File: src/rtl/dadd_pkg.sv
// Shared types and helpers for the parametrised stochastic scaled adder.
package dadd_pkg;

  typedef enum logic [1:0] {
    SOBOL     = 2'd0,
    SOBOL_ROT = 2'd1,
    LFSR      = 2'd2,
    RR        = 2'd3
  } sel_mode_e;

  // The LFSR must never hold zero; a zero seed is replaced by this value.
  localparam int LFSR_NONZERO_SEED = 32'sd1;

  // Maximal-length Fibonacci tap masks, bit i set means state bit i feeds the XOR.
  function automatic logic [7:0] lfsr_taps(input int w);
    logic [7:0] t;
    case (w)
      32'sd2:  t = 8'b0000_0011;
      32'sd3:  t = 8'b0000_0110;
      32'sd4:  t = 8'b0000_1100;
      32'sd5:  t = 8'b0001_0100;
      32'sd6:  t = 8'b0011_0000;
      32'sd7:  t = 8'b0110_0000;
      32'sd8:  t = 8'b1011_1000;
      default: t = 8'b0000_0011;
    endcase
    return t;
  endfunction

endpackage

File: src/rtl/sobol_dim1_gen.sv
// Sobol dimension-1 sequence generator: each advance flips the direction bit
// addressed by the lowest zero bit of the step counter.
module sobol_dim1_gen #(
  parameter int W = 3
) (
  input  logic         clk,
  input  logic         rst,
  input  logic         clr,
  input  logic         adv,
  output logic [W-1:0] seq
);

  localparam logic [W-1:0] ONE = {{(W-1){1'b0}}, 1'b1};

  logic [W-1:0] cnt_r;
  logic [W-1:0] seq_r;
  logic [W-1:0] flip_s;

  // Scan from MSB down so the lowest zero bit of the counter wins.
  always_comb begin
    flip_s = {W{1'b0}};
    for (int k = W - 1; k >= 0; k--) begin
      flip_s = cnt_r[k] ? flip_s : (ONE << (W - 1 - k));
    end
  end

  // Sequence and counter state; an all-ones counter closes the period.
  always_ff @(posedge clk or posedge rst) begin
    if (rst) begin
      cnt_r <= {W{1'b0}};
      seq_r <= {W{1'b0}};
    end else if (clr) begin
      cnt_r <= {W{1'b0}};
      seq_r <= {W{1'b0}};
    end else if (adv) begin
      if (&cnt_r) begin
        cnt_r <= {W{1'b0}};
        seq_r <= {W{1'b0}};
      end else begin
        cnt_r <= cnt_r + ONE;
        seq_r <= seq_r ^ flip_s;
      end
    end
  end

  assign seq = seq_r;

endmodule

File: src/rtl/dadd_rot_param.sv
// Parametrised stochastic scaled adder: forwards one of INUM bitstreams per
// cycle, the index coming from a run-time selectable source.
module dadd_rot_param
  import dadd_pkg::*;
#(
  parameter  int INUM    = 8,
  localparam int LOGINUM = $clog2(INUM)
) (
  input  logic               clk,
  input  logic               rst,
  input  logic               en,
  input  logic [INUM-1:0]    in,
  input  logic               cfg_load,
  input  logic [1:0]         cfg_mode,
  input  logic [LOGINUM-1:0] cfg_seed,
  output logic               out,
  output logic               out_vld,
  output logic [LOGINUM-1:0] sel_dbg
);

  localparam logic [LOGINUM-1:0] TAPS    = LOGINUM'(lfsr_taps(LOGINUM));
  localparam logic [LOGINUM-1:0] ONE     = {{(LOGINUM-1){1'b0}}, 1'b1};
  localparam logic [LOGINUM-1:0] NZ_SEED = LOGINUM'(LFSR_NONZERO_SEED);

  sel_mode_e          mode_r;
  logic [LOGINUM-1:0] lfsr_r;
  logic [LOGINUM-1:0] rr_r;
  logic [LOGINUM-1:0] sobol_s;
  logic [LOGINUM-1:0] sel_s;
  logic               lfsr_fb_s;
  logic               sob_adv_s;
  logic               out_r;
  logic               out_vld_r;
  logic [LOGINUM-1:0] sel_dbg_r;

  // Sobol advances every enabled cycle, or only on the LFSR's "1" state when rotated.
  always_comb begin
    lfsr_fb_s = ^(lfsr_r & TAPS);
    case (mode_r)
      SOBOL:     sob_adv_s = en & ~cfg_load;
      SOBOL_ROT: sob_adv_s = en & ~cfg_load & (lfsr_r == ONE);
      default:   sob_adv_s = 1'b0;
    endcase
  end

  sobol_dim1_gen #(.W(LOGINUM)) u_sobol (
    .clk (clk),
    .rst (rst),
    .clr (cfg_load),
    .adv (sob_adv_s),
    .seq (sobol_s)
  );

  // Mode register, LFSR and round-robin counter; cfg_load restarts all sources.
  always_ff @(posedge clk or posedge rst) begin
    if (rst) begin
      mode_r <= SOBOL;
      lfsr_r <= ONE;
      rr_r   <= {LOGINUM{1'b0}};
    end else if (cfg_load) begin
      mode_r <= sel_mode_e'(cfg_mode);
      lfsr_r <= (cfg_seed != {LOGINUM{1'b0}}) ? cfg_seed : NZ_SEED;
      rr_r   <= {LOGINUM{1'b0}};
    end else if (en) begin
      lfsr_r <= {lfsr_r[LOGINUM-2:0], lfsr_fb_s};
      rr_r   <= rr_r + ONE;
    end
  end

  // Select mux: pick the index source for the current mode.
  always_comb begin
    case (mode_r)
      SOBOL, SOBOL_ROT: sel_s = sobol_s;
      LFSR:             sel_s = lfsr_r;
      RR:               sel_s = rr_r;
      default:          sel_s = sobol_s;
    endcase
  end

  // Output register: sample the selected stream under en; out/sel_dbg hold otherwise.
  always_ff @(posedge clk or posedge rst) begin
    if (rst) begin
      out_r     <= 1'b0;
      out_vld_r <= 1'b0;
      sel_dbg_r <= {LOGINUM{1'b0}};
    end else if (cfg_load) begin
      out_vld_r <= 1'b0;
    end else if (en) begin
      out_r     <= in[sel_s];
      out_vld_r <= 1'b1;
      sel_dbg_r <= sel_s;
    end else begin
      out_vld_r <= 1'b0;
    end
  end

  assign out     = out_r;
  assign out_vld = out_vld_r;
  assign sel_dbg = sel_dbg_r;

endmodule

File: config.mk
export PLATFORM = sky130hd
export DESIGN_NAME = dadd_rot_param
export DESIGN_NICKNAME = d
export VERILOG_FILES = /design/src/rtl/dadd_pkg.sv /design/src/rtl/sobol_dim1_gen.sv /design/src/rtl/dadd_rot_param.sv
export SDC_FILE = /design/constraint.sdc
export NUM_CORES = 1
export LEC_CHECK = 0
export BUFFER_PORTS_ARGS = -buffer_cell sky130_fd_sc_hd__buf_2
export CORE_MARGIN = 5
export CORE_UTILIZATION = 30
export CTS_CLUSTER_DIAMETER = 80
export DETAILED_ROUTE_END_ITERATION = 10
export PLACE_DENSITY = 0.46
export SLEW_MARGIN = 40
export SYNTH_ARGS = -nofsm -noshare
export SYNTH_HDL_FRONTEND = slang
export SYNTH_SLANG_ARGS = --single-unit
File: constraint.sdc
create_clock -name clk -period 4.1 [get_ports clk]
set_input_delay 0.82 -clock clk [delete_from_list [all_inputs] [get_ports clk]]
set_output_delay 0.82 -clock clk [all_outputs]
set_load 0.02 [all_outputs]
==> out/metrics.csv <==
metric;value;unit
# diodes;0;
# Max-Cap Violations;0;
Final Max Slew Viols;0;
static leakage;0.577;nW
most common library cells after synthesis;dfrtp_1, nand2_1, mux2i_1, nor2_1, o21ai_0;
Setup crit start kind;input pin;
top cells by area, synth;dfrtp_1, mux2i_1, mux2_2, nand2_1, ha_1;
finished layout cell area;1240;um2
GRT Overall Usage;0.0929;
antenna violation net count after detailed routing;0;
slowest stage cell, crit path;a211o_1;
#FFs+latches synth;19;
I/O Buffers;21;
Yosys top cell area share;0.413;
Post-Syn Area;1090;um2
Post-DP Area;1220;um2
wire length on met3;114;um
Tmin final;2.13;ns
average wire per standard cell;12.0;um
clk sinks;19;
top layer reached by signal wires;met4;
crit path cell chain;buf_2 -> nand2b_1 -> a211o_1 -> or3_1 -> a21o_1 -> a21oi_2;
clock latency on the worst-skew pair;0.29;ns
maximum fanout along the worst path;18;
Max Fclk;0.469;GHz
CP top delay family;compound AO/OA/AOI/OAI gates;
Final Total Pwr;0.000426;W
Final setup viols;0;
met2 WL;1040;um
share of cells above drive strength 1;0.242;
DR pass1 iterations;4;
largest net degree at the start of global routing;20;
DRC violations left;0;
cell with the most instances after synthesis;dfrtp_1;
final wirelength;2130;um
asr flop ratio synth;1.00;
H-tree Lvls;1;
critical path class;input pin to flop;
CP Capture Type;flop;
dpl hpwl;1720;um
CTS tree;yes;
Initial Util;0.319;
status;completed;
RePlAce Congestion;0.795;
setup_tns;0;ns
Worst EP required;4.33;ns
relative slew slack;0.538;
Via density;4.90;
yosys warns;0;
skew final;0.00195;ns
PwrDens;342;nW/um2
metal1 wirelength;959;um
final cycle utilization of the critical path;0.520;
Syn Nets;136;
Rows;21;
clock-pin slew on the worst setup and hold paths;0.10;ns
measured slew at the worst slew-check pin;0.689;ns
initial antenna violation count;0;
ys flop type;dfrtp_1;
Mapped Cells;115;
vias in the first global route;887;
cts hold-fix bufs;0;
CTS buffer count;3;
worst hold path class;flop to flop;
Worst Path Buf+Inv;1;
Vert. Die Dim;70.3;um
CORE AREA;3420;um2
RSZ-0062 raised after global routing;false;
Synth Area per Inst;9.48;um2
Max VDD drop;0.144;mV
vias;873;
Unique masters post-synth;31;
area leader, netlist;dfrtp_1;
clk buf depth;2;
final hold vios;0;
# nets final;154;
wire length of the first global-routing pass;3690;um
# Post-CTS Setup Buffers;0;
sequential share of the synthesized area;0.437;
Post-synth EDFFs;0;
Arrival @ worst endpoint;2.36;ns
die span in x;70.3;um
io pins;22;
die footprint;4940;um2
drt initial violations;37;
gr ovfl total;0;
post-CTS sizing;0;
Area Growth Syn to Fin;14.2;%
clock root buffer;clkbuf_4;
slowest stage delay, CP;0.39;ns
==> logic make-up after synthesis <==
| kind of cell | synth area share |
|---|---|
| simple gates | 0.149 |
| mux | 0.144 |
| fa+ha+maj | 0.0459 |
| compound gates | 0.155 |
| buf+inv | 0.0448 |
| xor+xnor | 0.0241 |
| flops | 0.437 |
==> per-layer routing <==
layer / global-route usage / vias to the layer above
met4: 0.0489 / 0
met3: 0.0316 / 2
met2: 0.154 / 16
met5: 0 / -
met1: 0.104 / 416
li1: - / 439
==> placed cells by master, fill, tap and decap left out, types with 2 or more instances in the layout <==
cell / n
or3_1: 2
buf_2: 21
nand2b_1: 2
o21ai_0: 8
dfrtp_1: 18
a21o_1: 3
nor2_1: 10
mux2_2: 5
nand2_1: 14
a211oi_1: 2
inv_1: 3
a31oi_1: 2
o22ai_1: 2
a21oi_1: 6
ha_1: 4
mux2i_1: 10
clkbuf_4: 3
xnor2_1: 2
==> through the flow <==
stage / setup slack (ns) / util / cells / hold slack [ns]
after detailed placement: 1.64 / 0.357 / 174 / 0.479
after global placement: 1.68 / 0.357 / 174 / 0.489
after floorplan: 1.83 / - / 115 / 0.504
after CTS: 1.95 / 0.364 / 178 / 0.505
after global routing: 1.82 / 0.364 / 178 / 0.538
final: 1.97 / 0.364 / 178 / 0.497
==> sequential cells by signal, summed over array words and instances, names as in the netlist <==
register	cells
lfsr_r	3
sel_dbg	3
u_sobol.cnt_r	3
mode_r	2
out	1
out_vld	1
u_sobol.seq	3
rr_r	3
==> path summary, 6_finish.rpt <==
| kind | cells past startpoint | from | slack (ns) | to |
|---|---|---|---|---|
| hold reg to reg | 1 | out$_DFFE_PP0P_ | 0.50 | out$_DFFE_PP0P_ |
| max in group asynchronous | 2 | rst | 3.21 | lfsr_r[0]$_DFFE_PP1P_ |
| hold / removal | 1 | out$_DFFE_PP0P_ | 0.50 | out$_DFFE_PP0P_ |
| min in group asynchronous | 2 | rst | 0.53 | u_sobol.cnt_r[0]$_DFFE_PP0P_ |
| setup / recovery | 6 | cfg_load | 1.97 | u_sobol.seq[0]$_DFFE_PP0P_ |
| setup reg to reg | 5 | lfsr_r[0]$_DFFE_PP1P_ | 2.09 | u_sobol.seq[0]$_DFFE_PP0P_ |
==> layout make-up <==
cell class	count	area, um2
Timing Repair Buffer	21	105
Inverter	4	15.0
Sequential cell	19	477
Tap cell	46	57.6
Fill cell	370	2170
Multi-Input combinational cell	84	564
Clock buffer	4	26.3
==> power breakdown <==
group / switching, W / total [W] / internal, W / leakage [nW]
registers: 0.0000210 / 0.000229 / 0.000208 / 0.244
clock network: 0.0000546 / 0.0000924 / 0.0000378 / 0.0150
logic: 0.0000560 / 0.000105 / 0.0000489 / 0.318
No activity file was read; power rests on OpenSTA's default activity.
